[src/rtl/s100_extram_ctrl.sv]
// s100_extram_ctrl: sequencer for an external asynchronous SRAM.
// Each access runs SETUP -> STROBE -> HOLD with parameterised cycle counts.
// Optional feature macro: EXTRAM_BANKSEL_EN adds a bank register whose value
// forms the upper bits of ram_adr.
module s100_extram_ctrl #(
   parameter int unsigned ADDR_W      = 19,
   parameter int unsigned DATA_W      = 8,
   parameter int unsigned SETUP_CYC   = 1,
   parameter int unsigned WAIT_STATES = 1,
   parameter int unsigned HOLD_CYC    = 1,
   parameter int unsigned BANK_W      = 2
) (
   input  logic                     clockIn,
   input  logic                     n_reset,
   input  logic                     req,
   input  logic                     wr,
   input  logic [ADDR_W-1:0]        addr,
   input  logic [DATA_W-1:0]        wdata,
   output logic [DATA_W-1:0]        rdata,
   output logic                     busy,
   output logic                     done,
`ifdef EXTRAM_BANKSEL_EN
   output logic [BANK_W+ADDR_W-1:0] ram_adr,
`else
   output logic [ADDR_W-1:0]        ram_adr,
`endif
   input  logic [DATA_W-1:0]        ram_din,
   output logic [DATA_W-1:0]        ram_dout,
   output logic                     ram_dout_oe,
   output logic                     ram_n_cs,
   output logic                     ram_n_oe,
   output logic                     ram_n_wr
`ifdef EXTRAM_BANKSEL_EN
   ,
   input  logic                     bank_wr,
   input  logic [BANK_W-1:0]        bank_in
`endif
);

   // Reject configurations with no setup or hold time, or an empty bank field
   if (SETUP_CYC < 1) begin : g_bad_setup
      $error("s100_extram_ctrl: SETUP_CYC must be >= 1");
   end
   if (HOLD_CYC < 1) begin : g_bad_hold
      $error("s100_extram_ctrl: HOLD_CYC must be >= 1");
   end
   if (BANK_W < 1) begin : g_bad_bank
      $error("s100_extram_ctrl: BANK_W must be >= 1");
   end

   localparam int unsigned LOAD_SH  = (SETUP_CYC > 0) ? SETUP_CYC - 1 : 0;
   localparam int unsigned LOAD_HD  = (HOLD_CYC > 0) ? HOLD_CYC - 1 : 0;
   localparam int unsigned MAX_A    = (LOAD_SH > LOAD_HD) ? LOAD_SH : LOAD_HD;
   localparam int unsigned MAX_LOAD = (MAX_A > WAIT_STATES) ? MAX_A : WAIT_STATES;
   localparam int unsigned CNT_W    = (MAX_LOAD < 1) ? 1 : $clog2(MAX_LOAD + 1);

   typedef enum logic [1:0] {
      IDLE   = 2'd0,
      SETUP  = 2'd1,
      STROBE = 2'd2,
      HOLD   = 2'd3
   } state_t;

   state_t             state_q, state_d;
   logic [CNT_W-1:0]   cnt_q, cnt_d;
   logic               wr_q, wr_d;
   logic               accept, capture, done_d;
   logic               busy_d, cs_n_d, oe_n_d, wr_n_d, dout_oe_d;

`ifdef EXTRAM_BANKSEL_EN
   logic [BANK_W-1:0]  bank_q;

   // Bank register; an access latches the value held before this edge
   always_ff @(posedge clockIn or negedge n_reset) begin
      if (!n_reset)     bank_q <= '0;
      else if (bank_wr) bank_q <= bank_in;
   end
`endif

   // State, cycle counter and latched direction
   always_ff @(posedge clockIn or negedge n_reset) begin
      if (!n_reset) begin
         state_q <= IDLE;
         cnt_q   <= '0;
         wr_q    <= 1'b0;
      end else begin
         state_q <= state_d;
         cnt_q   <= cnt_d;
         wr_q    <= wr_d;
      end
   end

   // Next state, counter reload on state entry, and next pin values
   always_comb begin
      state_d = state_q;
      cnt_d   = cnt_q;
      accept  = 1'b0;
      capture = 1'b0;
      done_d  = 1'b0;
      case (state_q)
         IDLE: begin
            if (req) begin
               state_d = SETUP;
               cnt_d   = CNT_W'(LOAD_SH);
               accept  = 1'b1;
            end
         end
         SETUP: begin
            if (cnt_q == '0) begin
               state_d = STROBE;
               cnt_d   = CNT_W'(WAIT_STATES);
            end else begin
               cnt_d = cnt_q - CNT_W'(1);
            end
         end
         STROBE: begin
            if (cnt_q == '0) begin
               state_d = HOLD;
               cnt_d   = CNT_W'(LOAD_HD);
               capture = !wr_q;
            end else begin
               cnt_d = cnt_q - CNT_W'(1);
            end
         end
         HOLD: begin
            if (cnt_q == '0) begin
               state_d = IDLE;
               done_d  = 1'b1;
            end else begin
               cnt_d = cnt_q - CNT_W'(1);
            end
         end
         default: state_d = IDLE;
      endcase
      wr_d      = accept ? wr : wr_q;
      busy_d    = (state_d != IDLE);
      cs_n_d    = (state_d == IDLE);
      oe_n_d    = !((state_d == STROBE) && !wr_d);
      wr_n_d    = !((state_d == STROBE) && wr_d);
      dout_oe_d = wr_d && ((state_d == STROBE) || (state_d == HOLD));
   end

   // Registered SRAM pins and bus-side outputs
   always_ff @(posedge clockIn or negedge n_reset) begin
      if (!n_reset) begin
         busy        <= 1'b0;
         done        <= 1'b0;
         ram_n_cs    <= 1'b1;
         ram_n_oe    <= 1'b1;
         ram_n_wr    <= 1'b1;
         ram_dout_oe <= 1'b0;
         rdata       <= '0;
         ram_adr     <= '0;
         ram_dout    <= '0;
      end else begin
         busy        <= busy_d;
         done        <= done_d;
         ram_n_cs    <= cs_n_d;
         ram_n_oe    <= oe_n_d;
         ram_n_wr    <= wr_n_d;
         ram_dout_oe <= dout_oe_d;
         if (capture) rdata <= ram_din;
         if (accept) begin
`ifdef EXTRAM_BANKSEL_EN
            ram_adr  <= {bank_q, addr};
`else
            ram_adr  <= addr;
`endif
            ram_dout <= wdata;
         end
      end
   end

endmodule

[config.mk]
export PLATFORM = sky130hd
export DESIGN_NAME = s100_extram_ctrl
export DESIGN_NICKNAME = d
export VERILOG_FILES = /design/src/rtl/s100_extram_ctrl.sv
export SDC_FILE = /design/constraint.sdc
export NUM_CORES = 1
export LEC_CHECK = 0
export ABC_AREA = 1
export CELL_PAD_IN_SITES_DETAIL_PLACEMENT = 0
export CELL_PAD_IN_SITES_GLOBAL_PLACEMENT = 1
export CORE_AREA = 3 3 89 91
export DETAILED_ROUTE_END_ITERATION = 8
export DIE_AREA = 0 0 92 94
export GPL_ROUTABILITY_DRIVEN = 0
export GPL_TIMING_DRIVEN = 0
export HOLD_SLACK_MARGIN = 0.06
export PLACE_DENSITY = 0.76
export SLEW_MARGIN = 20
export SYNTH_ARGS = -nofsm -noshare
export SYNTH_HDL_FRONTEND = slang
export SYNTH_SLANG_ARGS = --single-unit
[constraint.sdc]
create_clock -name clockIn -period 1.5 [get_ports clockIn]
set_input_delay 0.225 -clock clockIn [delete_from_list [all_inputs] [get_ports clockIn]]
set_output_delay 0.225 -clock clockIn [all_outputs]
set_load 0.02 [all_outputs]
# After elaboration in Yosys (flattened, before gate mapping)
# Index checks and enable logic that the tools add are counted.
[totals] in_bits=39 out_inout_bits=41 register_bits=45 elab_cells=47
[classes] reduce_logical=12 n_eq_ne=6 add_sub_neg=1 mux=16
[op_table] operator="2-to-1 mux 1 bit" n=10
[op_table] operator="== test 2 bit, second input constant" n=4
[op_table] operator="2-to-1 mux 2 bit" n=4
[op_table] operator="case mux 2 bit (4 select lines)" n=1
[op_table] operator="logical NOT 1 bit" n=4
[op_table] operator="logical NOT 2 bit" n=2
[op_table] operator="logical AND 1 bit" n=3
[op_table] operator="case mux 1 bit (3 select lines)" n=1
[op_table] operator="== test 2 x 1 -> 1 bit, second input constant" n=1
[op_table] operator="!= test 2 bit, second input constant" n=1
[op_table] operator="nonzero test 2 bit" n=1
[op_table] operator="OR reduction 2 bit" n=1
[op_table] operator="logical OR 1 bit" n=1
[op_table] operator="subtractor 1 bit, second input constant" n=1

# Logic depth before layout (Yosys ltp)
[depth] ltp_word=6 ltp_mapped=6 depth_no_buf=5

# Worst setup path after synthesis
# No wires, ideal clock.
[synth_timing] kind="register to register" from="register state_q[1]" to="register ram_dout_oe" required_ns=1.429 setup_time_ns=0.071 path_slack_ns=0.455 n_path_buf=1 path_stages_with_launch=7 period_less_slack_ns=1.045 arrival_time_ns=0.973 cell_sequence="dfrtp_1 -> nor2_4 -> nand2_4 -> buf_6 -> nand2_1 -> nand2_1 -> nor2_1"
[synth_between] elab_chain_len=5 word_cells_on_any_way=15 cone_classes="5 x eq/ne; 7 x mux; 3 x reduce/logical"
[synth_lines] item="start, declared" line="64" source="state_t state_q, state_d;"
[synth_lines] item="start signal, assigned" line="87" source="state_q <= state_d;"
[synth_lines] item="== test 2 bit, or another cell as far along" line="100" source="case (state_q)"
[synth_lines] item="case mux 2 bit (4 select lines)" line="100"
[synth_lines] item="== test 2 bit" line="140" source="dout_oe_d = wr_d && ((state_d == STROBE) || (state_d == HOLD));"
[synth_lines] item="logical OR 1 bit" line="140"
[synth_lines] item="logical AND 1 bit (*)" line="140"
[synth_lines] item="net dout_oe_d" line="68" source="logic busy_d, cs_n_d, oe_n_d, wr_n_d, dout_oe_d;"
[synth_lines] item="end signal, assigned" line="161" source="ram_dout_oe <= dout_oe_d;"
[synth_lines] item="end, declared" line="29" source="output logic ram_dout_oe,"
# Mark *: on every way through the listed nets, which the timed path passes. The rest lies on a longest branch.
# A chain may end at the register's enable or synchronous reset.

# Worst setup path in the final report
[layout_timing] from="register ram_adr[9]" to="output port ram_adr[9]"
[layout_lines] item="start, declared" line="25" source="output logic [ADDR_W-1:0] ram_adr,"
[layout_lines] item="start signal, assigned" line="167" source="ram_adr <= addr;"
# No word-level cell between the ends.

==> metrics.txt <==
# TYPE chip_impl_metric gauge
chip_impl_info{name="result_of_the_run",value="complete, no violations"} 1
chip_impl_metric{name="grt_start_max_net_pins",unit=""} 24
chip_impl_info{name="reg2reg_end",value="ram_adr[4]$_DFFE_PN0N_"} 1
chip_impl_info{name="worstHoldPathType",value="input pin to asynchronous set/reset pin"} 1
chip_impl_info{name="worstReg2RegStart",value="state_q[1]$_DFF_PN0_"} 1
chip_impl_metric{name="synth-simple-area-share",unit=""} 0.285
chip_impl_metric{name="complex_gate_fraction_of_the_synthesized_area",unit=""} 0.0255
chip_impl_metric{name="synthesis.nets",unit=""} 229
chip_impl_metric{name="io_buffers",unit=""} 79
chip_impl_metric{name="syn2layout_area_growth",unit="%"} 61.4
chip_impl_metric{name="num_antenna_cells",unit=""} 0
chip_impl_metric{name="timing.final.crit_share",unit=""} 0.975
chip_impl_metric{name="tritoncts.num_buffers",unit=""} 5
chip_impl_metric{name="num_vias",unit=""} 1503
chip_impl_info{name="end_kind",value="output port"} 1
chip_impl_metric{name="worst-path-max-fanout",unit=""} 2
chip_impl_metric{name="yosys_register_bits",unit=""} 45
chip_impl_metric{name="setup_slack_reg_to_reg",unit="ps"} 310
chip_impl_metric{name="synth_warnings",unit=""} 0
chip_impl_metric{name="dpl.hpwl",unit="um"} 3270
chip_impl_metric{name="timing.setup.tns",unit="ps"} 0
chip_impl_metric{name="cts.path.max_buffers",unit=""} 2
chip_impl_metric{name="yosys.area.top_type_share",unit=""} 0.595
chip_impl_metric{name="post_synthesis_xor_xnor_area_fraction",unit=""} 0
chip_impl_metric{name="route.antenna.remaining_nets",unit=""} 0
chip_impl_metric{name="mux_cell_area_share_after_synthesis",unit=""} 0
chip_impl_metric{name="grt_pass1_wl",unit="um"} 7230
chip_impl_metric{name="power_density",unit="mW/mm2"} 2020
chip_impl_metric{name="p_leak",unit="nW"} 1.66
chip_impl_metric{name="core_area",unit="mm2"} 0.00721
chip_impl_metric{name="timing.critical_path.buf_inv",unit=""} 1
chip_impl_info{name="synth_area_leaders",value="sky130_fd_sc_hd__dfrtp_1 (59%), sky130_fd_sc_hd__nand2_1 (23%), sky130_fd_sc_hd__dfstp_2 (4.5%)"} 1
chip_impl_metric{name="timing.slew.headroom",unit=""} 0.641
chip_impl_metric{name="floorplan.die.width",unit="um"} 92
chip_impl_metric{name="fmaxAchievable",unit="GHz"} 0.684
chip_impl_info{name="buffer_type_at_the_clock_tree_root",value="sky130_fd_sc_hd__clkbuf_8"} 1
chip_impl_metric{name="cap_violations",unit=""} 0
chip_impl_metric{name="worst_ir_drop_vdd",unit="mV"} 0.663
chip_impl_metric{name="detail_route.iter0.violations",unit=""} 39
chip_impl_metric{name="clock_insertion_delay_worst_skew",unit="ps"} 290
chip_impl_metric{name="die_area",unit="mm2"} 0.00865
chip_impl_metric{name="total_wirelength",unit="um"} 4480
chip_impl_info{name="worst_setup_path_start_kind",value="register"} 1
chip_impl_metric{name="first_pass_iters",unit=""} 4
chip_impl_info{name="crit_slowest_cell",value="sky130_fd_sc_hd__clkdlybuf4s50_1"} 1
chip_impl_metric{name="synth_adder_area_share",unit=""} 0
chip_impl_info{name="cts_tree",value="built"} 1
chip_impl_metric{name="part_of_the_yosys_area_used_for_sequential_elements",unit=""} 0.640
chip_impl_info{name="main_synth_ff_type",value="sky130_fd_sc_hd__dfrtp_1"} 1
chip_impl_metric{name="arrival_time_at_the_worst_endpoint",unit="ps"} 1240
chip_impl_metric{name="cts_sinks",unit=""} 45
chip_impl_info{name="cell_with_the_most_instances_after_synthesis",value="sky130_fd_sc_hd__nand2_1"} 1
chip_impl_metric{name="synth_enable_flop_cells",unit=""} 0
chip_impl_info{name="critPathKind",value="register to output port"} 1
chip_impl_info{name="synth_top_family_by_area",value="simple AND/OR/NAND/NOR gates"} 1
chip_impl_metric{name="final-max-slew-violation-count",unit=""} 0
chip_impl_metric{name="netlist_area",unit="mm2"} 0.00177
chip_impl_info{name="crit_chain",value="clkdlybuf4s50_1"} 1
chip_impl_metric{name="globalRouteOverflowTotal",unit=""} 0
chip_impl_metric{name="wire_per_inst",unit="um"} 11.9
chip_impl_metric{name="postPlaceCellArea",unit="mm2"} 0.00270
chip_impl_metric{name="final_period_minus_worst_setup_slack",unit="ps"} 1460
chip_impl_metric{name="initial_utilization",unit=""} 0.245
chip_impl_metric{name="drc",unit=""} 0
chip_impl_metric{name="synth_area_per_inst",unit="um2"} 9.30
chip_impl_metric{name="vias_per_cell",unit=""} 3.98
chip_impl_metric{name="rows",unit=""} 31
chip_impl_metric{name="layout.nets",unit=""} 317
chip_impl_metric{name="async_flop_share",unit=""} 1.00
chip_impl_info{name="synth_top_cells_by_count",value="sky130_fd_sc_hd__nand2_1 (106), sky130_fd_sc_hd__dfrtp_1 (42), sky130_fd_sc_hd__o21ai_0 (8)"} 1
chip_impl_metric{name="crit_path_max_incr_delay",unit="ps"} 600
chip_impl_metric{name="ff2ff_path_depth",unit=""} 6
chip_impl_metric{name="finalSetupViolCount",unit=""} 0
chip_impl_info{name="setup_repair_after_global_routing_missed_its_margin",value="false"} 1
chip_impl_metric{name="worst_ep_required_time",unit="ps"} 1270
chip_impl_info{name="cpLargestDelayFamily",value="buffers and inverters"} 1
chip_impl_metric{name="count_of_different_cell_masters_after_synthesis",unit=""} 20
chip_impl_metric{name="final_cell_area",unit="mm2"} 0.00285
chip_impl_metric{name="finalClockSkew",unit="ps"} 2.64
chip_impl_metric{name="postCtsSetupBuffers",unit=""} 0
chip_impl_metric{name="chipHeight",unit="um"} 94
chip_impl_info{name="largest_area_contributor_in_the_synthesized_netlist",value="sky130_fd_sc_hd__dfrtp_1"} 1
chip_impl_metric{name="clkSlewWorstSetupHoldPaths",unit="ps"} 80
chip_impl_metric{name="ctsHtreeMaxLevel",unit=""} 2
chip_impl_metric{name="timing.final.hold_violations",unit=""} 0
chip_impl_metric{name="worst_pin_slew",unit="ps"} 539
chip_impl_metric{name="groute.usage.overall",unit=""} 0.104
chip_impl_metric{name="first_global_vias",unit=""} 1519
chip_impl_metric{name="grt_antenna_before_repair",unit=""} 0
chip_impl_metric{name="post_route_cells_drive_above_1_share",unit=""} 0.104
chip_impl_metric{name="netlist_instances",unit=""} 190
chip_impl_metric{name="io-pin-count",unit=""} 80
[sequential cells by signal, indices dropped and copies added (netlist names)]
register,cells
ram_dout_oe,1
ram_n_cs,1
done,1
ram_n_oe,1
ram_adr,19
busy,1
rdata,8
state_q,2
wr_q,1
ram_dout,8
ram_n_wr,1
cnt_q,1
[routing by layer]
metal / track usage / wire [um] / up-vias
li1: - / - / 751
met4: 0.0334 / 30 / 0
met3: 0.0345 / 290 / 4
met2: 0.173 / 2230 / 47
met5: 0 / 0 / -
met1: 0.128 / 1940 / 701
[final cells by class]
type / count / area, um2
multi-input combinational: 130 / 549
clock buffer: 7 / 96.3
fill: 768 / 4360
clock inverter: 1 / 5.00
timing repair buffer: 81 / 860
inverter: 8 / 32.5
buffer: 7 / 55.1
sequential: 45 / 1130
tap: 99 / 124
[worst max path at each step]
stage,start,endpoint,slack (ps),depth (start not counted)
global placement,n_reset,ram_dout[0]$_DFFE_PN0N_,-1150,1
global route,ram_adr[9]$_DFFE_PN0N_,ram_adr[9],0.7,1
CTS,rdata[5]$_DFFE_PN0P_,rdata[5],0.3,1
detailed placement,req,ram_adr[7]$_DFFE_PN0N_,90,6
floorplan,state_q[1]$_DFF_PN0_,ram_dout_oe$_DFF_PN0_,460,6
finish,ram_adr[9]$_DFFE_PN0N_,ram_adr[9],40,1
[logic make-up (layout without fill, tap and decap cells)]
kind of cell	after synthesis	count (layout)
compound gates	9	9
buf+inv	15	104
flops	45	45
simple gates	121	121
[placed cells by master, fill, tap and decap left out, drive strengths merged]
master / netlist / layout
o21ai: 9 / 9
dlymetal6s2s: 0 / 24
buf: 6 / 8
nor3: 1 / 1
nor2: 6 / 6
inv: 8 / 8
dfrtp: 42 / 42
dlygate4sd2: 0 / 13
dfstp: 3 / 3
clkdlybuf4s50: 0 / 41
dlygate4sd3: 0 / 1
nand2: 107 / 107
clkinv: 0 / 1
nand3: 7 / 7
clkbuf: 1 / 8
[per-stage QoR]
stage          std cells  worst slack [ps]  total power [mW]  hold slack, ps   util
6_report             378              37.5              5.75             454  0.395
5_1_grt              378             0.737              6.22             449  0.395
2_1_floorplan        190               455              3.74           -70.6      -
4_1_cts              378             0.315              5.94             445  0.387
3_3_place_gp         368             -1150              5.16             461  0.372
3_5_place_dp         369              92.9              5.20             247  0.374
[report_power, final]
part | internal (mW) | leakage [nW] | switching, mW
Sequential | 1.80 | 0.553 | 0.289
Clock | 0.417 | 0.0542 | 0.396
Combinational | 1.19 | 1.05 | 1.65
[repair_timing]
action,in CTS,in global routing
cloned,0,0
resized for setup,13,24
hold endpoints to repair,19,0
hold buffers,1,0
pin swaps,0,0
endpoints found under the setup margin,13,24
No activity file was read; power rests on OpenSTA's default activity.
